### src/rtl/rr_mux_arbiter.sv
// Round-robin arbiter that shares one 4:1 output channel among four requesters.
// A grant lasts until the owner drops req or HOLD_MAX beats are accepted.
module rr_mux_arbiter #(
  parameter int WIDTH    = 4,
  parameter int HOLD_MAX = 4
) (
  input  logic             clk,
  input  logic             rst,
  input  logic [3:0]       req,
  input  logic [WIDTH-1:0] in1,
  input  logic [WIDTH-1:0] in2,
  input  logic [WIDTH-1:0] in3,
  input  logic [WIDTH-1:0] in4,
  input  logic             out_ready,
  output logic [3:0]       gnt,
  output logic [1:0]       sel,
  output logic [WIDTH-1:0] out,
  output logic             out_valid
);

  typedef enum logic {IDLE, BUSY} state_t;

  localparam logic [3:0] HOLD_LAST = 4'(HOLD_MAX - 1);

  state_t           state;
  logic [1:0]       last;
  logic [3:0]       cnt;
  logic [WIDTH-1:0] data_sel;
  logic             busy;
  logic             xfer;
  logic             rel;
  logic [1:0]       winner;

  // Scan from farthest to nearest so the requester right after prev wins.
  function automatic logic [1:0] rr_pick(input logic [1:0] prev, input logic [3:0] r);
    logic [1:0] idx;
    rr_pick = prev;
    for (int i = 4; i >= 1; i--) begin
      idx = prev + 2'(i);
      if (r[idx]) rr_pick = idx;
    end
  endfunction

  always_comb begin
    data_sel = in1;
    case (sel)
      2'd0: data_sel = in1;
      2'd1: data_sel = in2;
      2'd2: data_sel = in3;
      2'd3: data_sel = in4;
      default: data_sel = in1;
    endcase
  end

  assign busy      = (state == BUSY);
  assign out       = busy ? data_sel : '0;
  assign out_valid = busy && req[sel];
  assign xfer      = out_valid && out_ready;
  assign rel       = busy && (!req[sel] || (xfer && (cnt == HOLD_LAST)));
  // On release the current owner becomes the lowest-priority requester.
  assign winner    = rr_pick(busy ? sel : last, req);

  always_ff @(posedge clk or posedge rst) begin
    if (rst) begin
      state <= IDLE;
      gnt   <= 4'b0000;
      sel   <= 2'd0;
      last  <= 2'd3;
      cnt   <= 4'd0;
    end else begin
      case (state)
        IDLE: begin
          if (|req) begin
            state <= BUSY;
            sel   <= winner;
            gnt   <= 4'b0001 << winner;
            cnt   <= 4'd0;
          end
        end
        BUSY: begin
          if (rel) begin
            last <= sel;
            cnt  <= 4'd0;
            if (|req) begin
              sel <= winner;
              gnt <= 4'b0001 << winner;
            end else begin
              state <= IDLE;
              gnt   <= 4'b0000;
            end
          end else if (xfer) begin
            cnt <= cnt + 4'd1;
          end
        end
        default: state <= IDLE;
      endcase
    end
  end

endmodule

### config.mk
export PLATFORM = sky130hd
export DESIGN_NAME = rr_mux_arbiter
export DESIGN_NICKNAME = d
export VERILOG_FILES = /design/src/rtl/rr_mux_arbiter.sv
export SDC_FILE = /design/constraint.sdc
export NUM_CORES = 1
export LEC_CHECK = 0
export BUFFER_PORTS_ARGS = -buffer_cell sky130_fd_sc_hd__buf_2
export CAP_MARGIN = 5
export CORE_MARGIN = 2
export CORE_UTILIZATION = 42
export CTS_BUF_LIST = sky130_fd_sc_hd__clkbuf_4 sky130_fd_sc_hd__clkbuf_8 sky130_fd_sc_hd__clkbuf_16
export CTS_CLUSTER_SIZE = 24
export DETAILED_ROUTE_END_ITERATION = 6
export GPL_ROUTABILITY_DRIVEN = 1
export PLACE_DENSITY = 0.81
export SYNTH_ARGS = -nofsm -noshare
export SYNTH_HDL_FRONTEND = slang
export SYNTH_SLANG_ARGS = --single-unit
### constraint.sdc
create_clock -name clk -period 1.9 [get_ports clk]
set_clock_uncertainty 0.1 [all_clocks]
set_input_delay 0.095 -clock clk [delete_from_list [all_inputs] [get_ports clk]]
set_output_delay 0.095 -clock clk [all_outputs]
set_load 0.05 [all_outputs]
# ---- Word-level counts from Yosys, hierarchy flattened
# Index checks and enable logic that the tools add are counted.
dict set report classes {
  eq_ne 7
  bitwise 1
  addsub 4
  mux 28
  n_lt_le_gt_ge 4
  shifts 1
  n_reduce_logical 11
}
# cell n
set op_table {}
lappend op_table {{two-way mux 4 bit} 7}
lappend op_table {{case mux 4 bit (2 select lines)} 2}
lappend op_table {{case mux 4 bit (4 select lines)} 1}
lappend op_table {{< comparator 2 x 3 -> 1 bit (second input constant)} 4}
lappend op_table {{two-way mux 2 bit} 6}
lappend op_table {{binary-select mux 1 bit (select 2 bit)} 4}
lappend op_table {{two-way mux 1 bit} 6}
lappend op_table {{AND reduction 2 bit} 3}
lappend op_table {{adder 2 bit (second input constant)} 2}
lappend op_table {{adder 4 x 1 -> 4 bit (second input constant)} 1}
lappend op_table {{== test 2 bit (second input constant)} 2}
lappend op_table {{== test 4 x 2 -> 1 bit (second input constant)} 1}
lappend op_table {{logical AND 1 bit} 4}
lappend op_table {{case mux 2 bit (2 select lines)} 1}
lappend op_table {{OR reduction 4 bit} 1}
lappend op_table {{left shift 1 x 2 -> 4 bit (first input constant)} 1}
lappend op_table {{!= test 3 x 1 -> 1 bit (second input constant)} 1}
lappend op_table {{adder 2 x 1 -> 2 bit (second input constant)} 1}
lappend op_table {{== test 2 x 1 -> 1 bit (second input constant)} 1}
lappend op_table {{logical NOT 2 bit} 1}
lappend op_table {{!= test 2 x 1 -> 1 bit (second input constant)} 1}
lappend op_table {{!= test 2 bit (second input constant)} 1}
lappend op_table {{case mux 1 bit (2 select lines)} 1}
lappend op_table {{logical NOT 1 bit} 1}
lappend op_table {{2 further kinds} 2}
dict set report word_totals {
  elab_cells 61
  out_inout_bits 11
  register_bits 13
}

# ---- Logic depth before layout (Yosys ltp)
dict set report depth {
  ltp_word 11
  ltp_mapped 6
  mapped_depth_nobuf 6
}

# ---- Least setup slack after synthesis
# Ideal clock, no wire load.
dict set report synth_timing {
  path_type {reg-to-reg}
  startpoint {register sel[0]}
  endpoint {register gnt[1]}
  t_required_ns 1.679
  t_arrival_ns 2.161
  stages_incl_launch_ff 7
  synth_period_minus_slack_ns 2.382
  slack_ns -0.482
  path_cell_list {dfrtp_1 buf_2 nand2_1 o2bb2ai_2 a21boi_2 nor2b_1 a22o_1}
}
# item line
set synth_rtl {}
lappend synth_rtl {{from (decl)} 16} ;# output logic [1:0] sel,
lappend synth_rtl {{from (signal assigned)} 75} ;# sel <= winner;
lappend synth_rtl {{from (signal assigned)} 85} ;# sel <= winner;
lappend synth_rtl {{binary-select mux 1 bit (select 2 bit)} 57} ;# assign out_valid = busy && req[sel];
lappend synth_rtl {{two-way mux 1 bit (implied by the code)} 57}
lappend synth_rtl {{logical AND 1 bit} 57}
lappend synth_rtl {{net out_valid} 18} ;# output logic out_valid
lappend synth_rtl {{logical AND 1 bit} 58} ;# assign xfer = out_valid && out_ready;
lappend synth_rtl {{logical AND 1 bit} 59} ;# assign rel = busy && (!req[sel] || (xfer && (cnt == HOLD_LAST)));
lappend synth_rtl {{logical OR 1 bit} 59}
lappend synth_rtl {{logical AND 1 bit} 59}
lappend synth_rtl {{!= test 2 x 1 -> 1 bit (no source line)} n/a}
lappend synth_rtl {{AND reduction 2 bit (no source line)} n/a}
lappend synth_rtl {{to (signal assigned)} 76} ;# gnt <= 4'b0001 << winner;
lappend synth_rtl {{to (signal assigned)} 86} ;# gnt <= 4'b0001 << winner;
lappend synth_rtl {{to (decl)} 15} ;# output logic [3:0] gnt,
# The timed path passes the listed nets, and every way through them passes these cells. The select of a mux whose other input is x is not followed.
# A chain may end at the register's enable or synchronous reset.

# ---- Worst setup path after layout
dict set report layout_timing {
  startpoint {register cnt[0]}
  endpoint {register last[1]}
}
dict set report layout_between {
  elab_chain_len 5
}
# item line
set layout_rtl {}
lappend layout_rtl {{from (decl)} 27} ;# logic [3:0] cnt;
lappend layout_rtl {{from (signal assigned)} 92} ;# cnt <= cnt + 4'd1;
lappend layout_rtl {{== test 4 x 2 -> 1 bit} 59}
lappend layout_rtl {{logical AND 1 bit} 59}
lappend layout_rtl {{logical OR 1 bit} 59}
lappend layout_rtl {{logical AND 1 bit} 59}
lappend layout_rtl {{AND reduction 2 bit (no source line)} n/a}
lappend layout_rtl {{to (signal assigned)} 82} ;# last <= sel;
lappend layout_rtl {{to (decl)} 26} ;# logic [1:0] last;
# Every way passes these cells.

==> results.py <==
metrics = {
    "run_status": {
        "outcome": "finished with violations",
        "failing_checks": "negative setup slack",
    },
    "logic_synthesis": {
        "syn-cell-area_um2": 861,
        "synth.yosys.warnings": 0,
        "yosys.cell_types.count": 34,
        "postSynthNetCount": 104,
        "synthesis.area_per_instance_um2": 10.8,
        "ys_seq_area_share_pct": 38.1,
        "number_of_flip_flops_and_latches_in_the_synthesized_netlist": 13,
        "netlist_instances": 80,
    },
    "grt": {
        "global_route.usage.total_pct": 20.4,
        "maximum_number_of_pins_on_one_net_before_global_route_repair": 14,
        "met3_usage_pct": 4.91,
        "grt_ovf": 0,
        "grt_pass1_wl_um": 3820,
        "antenna_violations_before_repair": 0,
        "globalRouteMet2Util_pct": 34.7,
        "busiest_grt_layer": "met2",
        "grt.met1_usage_pct": 23.9,
        "grt_pass1_vias": 833,
    },
    "power": {
        "power.switching_fraction_pct": 46.9,
        "power.ir.vdd_worst_v": 0.00104,
        "power.density_cell_area_nw_per_um2": 1800,
        "pwr-share-comb_pct": 70.6,
        "power.net_switching_w": 0.00107,
        "pwr-share-seq_pct": 21.1,
        "total_internal_power_w": 0.00122,
        "leakage_nw": 0.611,
        "p_clk_share_pct": 8.2,
    },
    "timing": {
        "min_period_over_period_pct": 100,
        "timing.setup.tns_ns": -0.00214,
        "timing.slew.headroom_pct": 66.9,
        "maxSlewViolCount": 0,
        "whs_ns": 0.112,
        "worst-slew-pin-transition_ns": 0.496,
        "max_freq_mhz": 526,
        "setup_viol": 1,
        "final.setup.worst_slack_ns": -0.00214,
        "hold_viol": 0,
        "layout_min_cycle_time_ns": 1.90,
        "grt_setup_unrepaired": "true",
    },
    "critical_path": {
        "critPathKind": "reg -> reg",
        "setup.worst_path.end_class": "flip-flop",
        "crit_arrival_ns": 2.02,
        "cp.required_ns": 2.01,
        "cp_max_fo": 4,
        "startpoint_type": "flip-flop",
    },
    "finish": {
        "area_growth_pct": 47.8,
        "layout.core_utilization_pct": 65.5,
        "diode_count": 0,
        "count_of_nets_after_finishing": 155,
        "post_route_cells_drive_above_1_share_pct": 60.8,
        "seq_area_um2": 330,
        "design_area_final_um2": 1270,
        "multiInputGateArea_um2": 562,
        "fillers": 157,
    },
    "placed_design": {
        "dp_hpwl_um": 1660,
        "dpl_cell_area_um2": 1160,
        "place_worst_setup_slack_ns": -0.0904,
        "finalWeightedCongestion": 0.738,
        "buffer_ports.inserted": 33,
    },
    "routing": {
        "firstDrtPassIters": 4,
        "avgRoutedWirePerCell_um": 13.7,
        "drt-initial-drc-count": 19,
        "detail_route.wirelength_um": 2150,
        "total_number_of_vias": 817,
        "post_detailed_route_via_to_cell_ratio": 5.20,
        "remaining_antenna_violation_count_after_routing": 0,
        "post-route-drc-count": 0,
    },
    "cts": {
        "cts-buffers-inserted": 3,
        "clock_path_buffers": 2,
        "tritoncts": "built",
        "cts_htree_levels": 1,
        "clock-root-buffer": "clkbuf_4",
        "clk_pin_slew_worst_paths_ns": 0.08,
        "clock_sink_count": 13,
        "skew_pair_late_insertion_delay_ns": 0.28,
    },
    "floorplanning": {
        "total_die_area_um2": 2430,
        "die_width_um": 49.3,
        "core_region_area_um2": 1940,
        "floorplan.initialDensity_pct": 44.3,
        "io_pins": 34,
        "die_y_um": 49.3,
        "num_rows": 16,
    },
    "job": {
        "max_cap_violations": 0,
    },
    "min_path": {
        "min-delay-path-class": "in -> reg",
    },
}
==> per-layer routing <==
| layer | part of all wire [%] | up-vias |
|---|---|---|
| met5 | 0 | - |
| met4 | 1.7 | 0 |
| met3 | 7.6 | 4 |
| met2 | 48 | 39 |
| met1 | 42 | 379 |
| li1 | - | 395 |
==> worst max-delay path, stage by stage (launching register included) <==
cell and delay, ns:
dfrtp_1 0.36, ha_2 0.18, inv_2 0.04, or4_4 0.52
o211ai_1 0.12, and2_4 0.19, mux2_2 0.33
==> through the flow <==
step	instances	total power, W
3_5_place_dp	147	0.00197
4_1_cts	153	0.00220
3_3_place_gp	147	0.00192
6_report	157	0.00229
5_1_grt	157	0.00243
2_1_floorplan	80	0.00161
==> final timing paths <==
path,start,to,slack [ns],cells past startpoint
worst max register to register,cnt[0],last[1],-0.002,6
min in group asynchronous,rst,gnt[1],0.27,3
worst min register to register,gnt[2],gnt[2],0.39,1
worst min-delay path,req[0],gnt[0],0.11,3
worst max-delay path,cnt[0],last[1],-0.002,6
max in group asynchronous,rst,sel[0],1.07,3
==> placed cells by master (no fill, tap or decap), types with 2 or more instances in the layout <==
cell type / n
buf_4: 14
o21ai_2: 2
dfrtp_1: 9
a21boi_1: 2
o2bb2ai_4: 2
dfrtp_2: 2
nor2_1: 4
inv_1: 4
mux2_4: 2
buf_6: 2
buf_2: 32
and2_1: 5
nand2_1: 5
mux2_2: 3
mux2i_2: 2
clkbuf_4: 4
or3_1: 2
mux4_2: 4
dfstp_2: 2
o2bb2ai_1: 2
nand3_1: 2
o21ai_0: 4
==> registers in the layout, indices dropped and copies added, names as in the netlist <==
name and cells:
last 2, cnt 4, gnt 4, busy 1, sel 2
==> power groups by stage <==
stage	logic [W]	clock network (W)	registers [W]
2_1_floorplan	0.000965	0	0.000640
6_report	0.00162	0.000188	0.000484
3_5_place_dp	0.00147	0	0.000502
3_3_place_gp	0.00143	0	0.000491
4_1_cts	0.00152	0.000196	0.000480
5_1_grt	0.00173	0.000208	0.000496
==> cell families (layout without fill, tap and decap cells) <==
group           count (synthesis)  in the layout  share of synthesized area (%)
flops                          13             13                           38.1
buf+inv                         8             58                           4.94
fa+ha+maj                       1              1                           1.45
simple gates                   25             25                           15.0
mux                            12             12                           20.9
compound gates                 21             21                           19.6
==> area by class of cell <==
cell class                      instances  area share [%]
Multi-Input combinational cell         59            44.1
Sequential cell                        13            26.0
Timing Repair Buffer                   49            23.4
Tap cell                               27            2.65
Clock buffer                            4            2.36
Inverter                                5            1.47
==> synth_stat cells (all sizes together) <==
cell type | n | area, um^2
a32o | 1 | 10.0
dfrtp | 11 | 275
or3 | 2 | 12.5
a22oi | 1 | 7.51
o2bb2ai | 4 | 47.6
a21oi | 1 | 5.00
nor2b | 2 | 12.5
dfstp | 2 | 52.6
and2 | 6 | 37.5
inv | 5 | 18.8
o22a | 1 | 8.76
nor2 | 4 | 15.0
nor3 | 1 | 5.00
buf | 3 | 23.8
a21o | 1 | 7.51
or4 | 1 | 7.51
mux4 | 4 | 90.1
a22o | 1 | 8.76
o22ai | 1 | 6.26
mux2 | 5 | 60.1
o211ai | 1 | 7.51
a21boi | 3 | 26.3
ha | 1 | 12.5
nand2 | 6 | 22.5
nand3 | 2 | 10.0
mux2i | 3 | 30.0
o21ai | 6 | 33.8
nand2b | 1 | 6.26
==> what timing repair did <==
item	CTS	global route
buffers inserted	1	4
hold buffers	1	0
setup endpoints to repair	13	10
hold endpoints to repair	11	0
gates resized for setup	3	10
(Power assumes the default switching activity.)
